### src/rtl/itrx_amba3_axi_pkg.sv
// AXI3 read-channel types and the burst address / response classification helpers
// shared by the read slave and its bench.
package itrx_amba3_axi_pkg;

   typedef logic [3:0]  t_xid;
   typedef logic [31:0] t_xaddr;
   typedef logic [3:0]  t_xlen;

   typedef enum logic [2:0] {
      XSIZE_1B, XSIZE_2B, XSIZE_4B, XSIZE_8B,
      XSIZE_16B, XSIZE_32B, XSIZE_64B, XSIZE_128B
   } te_xsize;

   typedef enum logic [1:0] {XBURST_FIXED, XBURST_INCR, XBURST_WRAP, XBURST_RSVD} te_xburst;
   typedef enum logic [1:0] {XLOCK_NORMAL, XLOCK_EXCL, XLOCK_LOCKED, XLOCK_RSVD} te_xlock;

   typedef enum logic [3:0] {
      XCACHE_DEV_NB = 4'h0,
      XCACHE_DEV_B  = 4'h1,
      XCACHE_NC     = 4'h2,
      XCACHE_NC_B   = 4'h3
   } te_xcache;

   typedef struct packed {
      logic instr;
      logic nonsec;
      logic priv;
   } ts_xprot;

   typedef enum logic [1:0] {XRESP_OKAY, XRESP_EXOKAY, XRESP_SLVERR, XRESP_DECERR} te_xresp;

   function automatic t_xaddr f_wrap_mask(input t_xlen len, input te_xsize size);
      t_xaddr w_beats;
      w_beats = t_xaddr'(len) + 32'd1;
      return (w_beats << size) - 32'd1;
   endfunction

   // Address of the beat following addr; INCR/WRAP first align to the beat size.
   function automatic t_xaddr f_next_addr(input t_xaddr addr, input te_xburst burst,
                                          input te_xsize size, input t_xlen len);
      t_xaddr w_step;
      t_xaddr w_inc;
      t_xaddr w_mask;
      t_xaddr w_res;
      w_step = 32'd1 << size;
      w_inc  = (addr & ~(w_step - 32'd1)) + w_step;
      w_mask = f_wrap_mask(len, size);
      case (burst)
         XBURST_FIXED: w_res = addr;
         XBURST_WRAP:  w_res = (addr & ~w_mask) | (w_inc & w_mask);
         default:      w_res = w_inc;
      endcase
      return w_res;
   endfunction

   function automatic te_xresp f_classify(input te_xburst burst, input te_xsize size,
                                          input t_xlen len, input logic addr_oor,
                                          input te_xsize max_size);
      logic w_wrap_len_ok;
      w_wrap_len_ok = (len == 4'd1) || (len == 4'd3) || (len == 4'd7) || (len == 4'd15);
      if (addr_oor)
         return XRESP_DECERR;
      else if ((burst == XBURST_RSVD) || (size > max_size) ||
               ((burst == XBURST_WRAP) && !w_wrap_len_ok))
         return XRESP_SLVERR;
      else
         return XRESP_OKAY;
   endfunction

endpackage

### src/rtl/itrx_amba3_axi_rd_fifo.sv
// Two-entry FIFO; data visible at the head the cycle after push.
// Push while full is not guarded: the producer throttles on o_cnt.
module itrx_amba3_axi_rd_fifo #(
   parameter int W = 8
) (
   input  logic         i_clk,
   input  logic         i_rst_n,
   input  logic         i_push_vld,
   input  logic [W-1:0] i_push_dat,
   input  logic         i_pop,
   output logic [W-1:0] o_head_dat,
   output logic [1:0]   o_cnt
);

   logic [W-1:0] r_mem [2];
   logic         r_wptr;
   logic         r_rptr;
   logic [1:0]   r_cnt;

   always_ff @(posedge i_clk or negedge i_rst_n) begin
      if (!i_rst_n) begin
         r_mem[0] <= '0;
         r_mem[1] <= '0;
         r_wptr   <= 1'b0;
         r_rptr   <= 1'b0;
         r_cnt    <= 2'd0;
      end else begin
         if (i_push_vld) begin
            r_mem[r_wptr] <= i_push_dat;
            r_wptr        <= ~r_wptr;
         end
         if (i_pop)
            r_rptr <= ~r_rptr;
         case ({i_push_vld, i_pop})
            2'b10:   r_cnt <= r_cnt + 2'd1;
            2'b01:   r_cnt <= r_cnt - 2'd1;
            default: r_cnt <= r_cnt;
         endcase
      end
   end

   assign o_head_dat = r_mem[r_rptr];
   assign o_cnt      = r_cnt;

endmodule

### src/rtl/itrx_amba3_axi_rd_slv.sv
// AXI3 read slave, one burst at a time: first rvalid 3 cycles after AR handshake.
// rready low stalls memory reads through a 2-entry FIFO credit; arready only in IDLE.
module itrx_amba3_axi_rd_slv
   import itrx_amba3_axi_pkg::*;
#(
   parameter int XDATAW = 64,
   parameter int MEM_AW = 16
) (
   input  logic                                 aclk,
   input  logic                                 areset_n,
   input  t_xid                                 arid,
   input  t_xaddr                               araddr,
   input  t_xlen                                arlen,
   input  te_xsize                              arsize,
   input  te_xburst                             arburst,
   input  te_xlock                              arlock,
   input  te_xcache                             arcache,
   input  ts_xprot                              arprot,
   input  logic                                 arvalid,
   output logic                                 arready,
   output t_xid                                 rid,
   output logic [XDATAW-1:0]                    rdata,
   output te_xresp                              rresp,
   output logic                                 rlast,
   output logic                                 rvalid,
   input  logic                                 rready,
   output logic                                 mem_re,
   output logic [MEM_AW-$clog2(XDATAW/8)-1:0]   mem_addr,
   input  logic [XDATAW-1:0]                    mem_rdata
);

   localparam int      SH        = $clog2(XDATAW/8);
   localparam int      FW        = XDATAW + 3;
   localparam t_xaddr  ADDR_MASK = t_xaddr'((64'd1 << MEM_AW) - 64'd1);
   localparam te_xsize MAX_SIZE  = te_xsize'(SH);

   typedef enum logic [1:0] {S_IDLE, S_ISSUE, S_DRAIN} te_state;

   te_state    r_state;
   te_state    w_nstate;
   t_xid       r_id;
   te_xburst   r_burst;
   te_xsize    r_size;
   t_xlen      r_len;
   t_xlen      r_beat;
   t_xaddr     r_addr;
   te_xresp    r_resp;
   logic       r_rd_vld;
   logic       r_rd_last;
   logic       r_alive;

   logic          w_hs;
   logic          w_issue;
   logic          w_last_beat;
   logic          w_err;
   logic          w_pop;
   logic          w_push;
   logic          w_credit_ok;
   logic [1:0]    w_fifo_cnt;
   logic [1:0]    w_occ;
   logic [FW-1:0] w_push_dat;
   logic [FW-1:0] w_head_dat;
   te_xresp       w_ar_resp;
   logic          w_unused;

   assign w_unused    = ^{arlock, arcache, arprot};
   assign w_err       = (r_resp != XRESP_OKAY);
   assign w_last_beat = (r_beat == r_len);
   assign w_pop       = rvalid & rready;
   // Occupancy after this cycle's pop, counting the read whose data lands next cycle.
   assign w_occ       = w_fifo_cnt + {1'b0, r_rd_vld} - {1'b0, w_pop};
   assign w_credit_ok = (w_occ < 2'd2);
   assign w_ar_resp   = f_classify(arburst, arsize, arlen, |(araddr & ~ADDR_MASK), MAX_SIZE);

   always_ff @(posedge aclk or negedge areset_n) begin
      if (!areset_n)
         r_state <= S_IDLE;
      else
         r_state <= w_nstate;
   end

   always_comb begin
      w_nstate = r_state;
      arready  = 1'b0;
      w_issue  = 1'b0;
      case (r_state)
         S_IDLE: begin
            arready = r_alive;
            if (arvalid && r_alive)
               w_nstate = S_ISSUE;
         end
         S_ISSUE: begin
            w_issue = w_credit_ok;
            if (w_credit_ok && w_last_beat)
               w_nstate = S_DRAIN;
         end
         S_DRAIN: begin
            if (w_pop && rlast)
               w_nstate = S_IDLE;
         end
         default: w_nstate = S_IDLE;
      endcase
   end

   assign w_hs   = arvalid & arready;
   assign mem_re = w_issue & ~w_err;

   always_ff @(posedge aclk or negedge areset_n) begin
      if (!areset_n) begin
         r_alive   <= 1'b0;
         r_id      <= '0;
         r_burst   <= XBURST_FIXED;
         r_size    <= XSIZE_1B;
         r_len     <= '0;
         r_beat    <= '0;
         r_addr    <= '0;
         r_resp    <= XRESP_OKAY;
         r_rd_vld  <= 1'b0;
         r_rd_last <= 1'b0;
      end else begin
         r_alive   <= 1'b1;
         r_rd_vld  <= mem_re;
         r_rd_last <= w_last_beat;
         if (w_hs) begin
            r_id    <= arid;
            r_burst <= arburst;
            r_size  <= arsize;
            r_len   <= arlen;
            r_addr  <= araddr & ADDR_MASK;
            r_resp  <= w_ar_resp;
            r_beat  <= '0;
         end else if (w_issue) begin
            r_beat <= r_beat + 4'd1;
            r_addr <= f_next_addr(r_addr, r_burst, r_size, r_len) & ADDR_MASK;
         end
      end
   end

   // Error bursts skip memory and push zero-data beats straight into the FIFO.
   assign w_push     = r_rd_vld | (w_issue & w_err);
   assign w_push_dat = r_rd_vld ? {mem_rdata, XRESP_OKAY, r_rd_last}
                                : {{XDATAW{1'b0}}, r_resp, w_last_beat};

   itrx_amba3_axi_rd_fifo #(.W(FW)) u_fifo (
      .i_clk      (aclk),
      .i_rst_n    (areset_n),
      .i_push_vld (w_push),
      .i_push_dat (w_push_dat),
      .i_pop      (w_pop),
      .o_head_dat (w_head_dat),
      .o_cnt      (w_fifo_cnt)
   );

   assign rvalid   = (w_fifo_cnt != 2'd0);
   assign rdata    = w_head_dat[FW-1:3];
   assign rresp    = te_xresp'(w_head_dat[2:1]);
   assign rlast    = rvalid & w_head_dat[0];
   assign rid      = r_id;
   assign mem_addr = r_addr[MEM_AW-1:SH];

endmodule

### config.mk
export PLATFORM = sky130hd
export DESIGN_NAME = itrx_amba3_axi_rd_slv
export DESIGN_NICKNAME = d
export VERILOG_FILES = /design/src/rtl/itrx_amba3_axi_pkg.sv /design/src/rtl/itrx_amba3_axi_rd_fifo.sv /design/src/rtl/itrx_amba3_axi_rd_slv.sv
export SDC_FILE = /design/constraint.sdc
export NUM_CORES = 1
export LEC_CHECK = 0
export BUFFER_PORTS_ARGS = -buffer_cell sky130_fd_sc_hd__buf_2
export CORE_MARGIN = 2
export CORE_UTILIZATION = 45
export CTS_CLUSTER_SIZE = 28
export DETAILED_ROUTE_END_ITERATION = 8
export HOLD_SLACK_MARGIN = 0.1
export MAX_ROUTING_LAYER = met4
export PLACE_DENSITY = 0.71
export REMOVE_ABC_BUFFERS = 1
export SLEW_MARGIN = 20
export SYNTH_ARGS = -nofsm -noshare
export SYNTH_HDL_FRONTEND = slang
export SYNTH_SLANG_ARGS = --single-unit
export TNS_END_PERCENT = 50
### constraint.sdc
create_clock -name aclk -period 2.8 [get_ports aclk]
set_clock_uncertainty 0.1 [all_clocks]
set_input_delay 0.56 -clock aclk [delete_from_list [all_inputs] [get_ports aclk]]
set_output_delay 0.56 -clock aclk [all_outputs]
set_load 0.01 [all_outputs]
==> reports/metrics.csv <==
metric,value,unit
outcome,"finished, final reports clean",
crit share post-route,0.9698,
"delay-heaviest family, CP",simple AND/OR/NAND/NOR gates,
Placer Congestion,0.9203,
H-tree Lvls,4,
crit path cell chain,"nor2_2, inv_2, and2_4, ha_4, nor2b_4, xnor2_2, buf_4, nor3_4, buf_2",
initial antenna violation count,0,
Crit Path Category,flip-flop to output pin,
"Req. time, crit path",2140,ps
Die H,148.2,um
# setup viols final,0,
Worst-path clk slew,70,ps
vias per cell,5.566,
P&R area growth vs syn,24.42,%
CTS Root Buffer Type,clkbuf_16,
mean post-synth cell area,9.771,um2
"EDFF count, synth",0,
core area,20300,um2
layout cells sized above 1,0.3561,
Worst setup SP type,flip-flop,
Clock Sinks,178,
synthesized area,9360,um2
port bufs,199,
Mapped Cells,958,
Main synth FF type,dfrtp_1,
final WL,24260,um
dpl cells,1403,
Vias,8026,
Max-Cap Viols,0,
fin. max-slew vios,0,
Initial Util,0.4611,
1st-iter DRT viols,568,
final hold viol count,0,
synth warn,0,
register area share after synthesis,0.4759,
most frequent cells in the layout,"nand2_1 (209), buf_2 (198), dfrtp_1 (171)",
FP Rows,52,
Max rail drop VDD,387.6,uV
Reg2Reg Setup Slack,130,ps
PwrDens,573.2,nW/um2
number of remaining DRC errors,0,
Worst path max stage delay,390,ps
worst-path maximum fanout,2,
Async SR Flop Fraction,1.000,
clk_lat worst skew,420,ps
post-synthesis cell type count,75,
largest net degree at the start of global routing,115,
"flops & latches, synth",178,
TritonCTS Buffers,17,
worst path bufs/invs,3,
vias in the first global route,7765,
total power,0.006676,W
drt first pass iters,5,
DP HPWL,16770,um
RSZ-0062 raised after global routing,true,
# IOs,209,
slew margin rel.,0.3783,
die width,148.2,um
HP Class,primary input to flip-flop,
Crit-path slowest cell,dfrtp_1,
Die Outline Area,21970,um2
gr usage total,0.2264,
first-pass GRT wire length,39140,um
crit end category,output pin,
GRT overflow,0,
fillers,1799,
"commonest non-fill, non-tap cell in the layout",nand2_1,
"Arr. time, crit path",2060,ps
Routed Antenna Nets,0,
Fmax,0.3683,GHz
CTS tree,done,
Worst Max-Slew Pin Slew,932.5,ps
Total Nets Final,1289,
leak pwr,5.528,nW
Routed WL per cell,16.83,um
Post-Layout Cell Count,1442,
clk buf depth,2,
final worst path period need,2715,ps
report_power, final:
part           switching [W]  internal [W]  total [W]
registers          0.0000457       0.00264    0.00269
clock network        0.00111       0.00127    0.00238
logic               0.000787      0.000825    0.00161
total                0.00194       0.00474    0.00668
layout make-up:
type,instances,area [um2],area share
Sequential cell,178,4468,0.3836
Clock inverter,14,165.2,0.01418
Multi-Input combinational cell,682,4577,0.3930
Tap cell,270,337.8,0.02901
Inverter,9,33.78,0.002901
Timing Repair Buffer,271,1637,0.1405
Clock buffer,17,425.4,0.03653
Antenna cell,1,2.502,0.0002149
what timing repair did:
item | CTS | global route
setup endpoints to repair | 1 | 57
resized for setup | 8 | 25
hold buffers | 1 | 0
endpoints found under the hold margin | 30 | 0
pin swaps | 4 | 7
setup buffers | 2 | 4
sequential cells by signal, summed over array words and instances (netlist names), named ones only:
register	count
u_fifo.r_wptr	1
r_len	4
r_rd_vld	1
r_alive	1
u_fifo.r_mem	134
u_fifo.o_cnt	2
r_state	2
r_resp	2
rid	4
r_size	3
r_beat	4
r_rd_last	1
r_burst	2
u_fifo.r_rptr	1
per-layer routing:
| metal | up-vias | GRT usage | wire, um |
|---|---|---|---|
| li1 | 3831 | - | - |
| met1 | 3902 | 0.2976 | 10970 |
| met2 | 267 | 0.3662 | 11630 |
| met3 | 26 | 0.04172 | 1424 |
| met4 | 0 | 0.05524 | 240 |
| met5 | - | - | 0 |
logic make-up (layout without fill, tap and decap cells):
group	after synthesis	after routing	synth area share
other cells	1	2	0.0004006
flops	178	178	0.4759
fa+ha+maj	8	8	0.01069
mux	79	79	0.09344
buf+inv	98	311	0.04999
simple gates	324	324	0.1551
xor+xnor	29	29	0.02794
compound gates	241	241	0.1866
worst reg2reg max path, stage by stage (launching register included):
cell and delay, ps:
dfrtp_1 410, ha_4 210, and3_4 190, and3_1 190, a2111oi_4 450, and3b_1 250
and4b_4 250, o21ai_4 70, mux2i_1 130, a221o_1 300
stage by stage:
stage	hold slack [ps]	TNS, ps	area, um2	setup slack (ps)	util
global route	220.9	-36.47	11640	-36.47	0.5736
CTS	205.5	0	11510	13.03	0.5672
detailed placement	358.1	0	10850	12.66	0.5346
finish	226.3	0	11650	84.68	0.5737
global placement	357.0	0	10850	43.46	0.5346
floorplan	164.4	-266430	8926	-2187	-
Yosys cell counts, types with 3 or more instances:
master	instances	area share
dfrtp_1	178	0.48
a31oi_1	10	0.0067
o22ai_1	3	0.0020
clkbuf_1	49	0.020
nand4_1	5	0.0033
nand3_1	13	0.0070
o21ai_1	9	0.0048
or2_2	3	0.0020
nor2b_1	4	0.0027
mux2i_1	12	0.013
o21ai_0	90	0.048
xnor2_1	19	0.018
nand2b_1	12	0.0080
a32o_1	64	0.068
nor3b_1	3	0.0024
nor4_1	5	0.0033
and2_1	6	0.0040
nor2_1	33	0.013
buf_4	16	0.013
buf_2	20	0.011
ha_1	8	0.011
mux2_2	67	0.081
and3_1	6	0.0040
nor3_1	5	0.0027
nand2_1	209	0.084
xor2_1	9	0.0084
a21oi_1	19	0.010
inv_1	9	0.0036
nand3b_1	5	0.0040
o211ai_1	6	0.0048
final timing paths:
check                           cells past startpoint                to             from
max in group asynchronous                           3         r_size[0]         areset_n
min in group asynchronous                           2  u_fifo.r_mem[46]         areset_n
worst min register to register                      2            rid[0]           rid[0]
worst max register to register                      9         flip-flop         r_len[1]
worst min-delay path                                3            rid[1]          arid[1]
worst max-delay path                                9            mem_re  u_fifo.o_cnt[1]
Power figures use the tool's default switching activity.
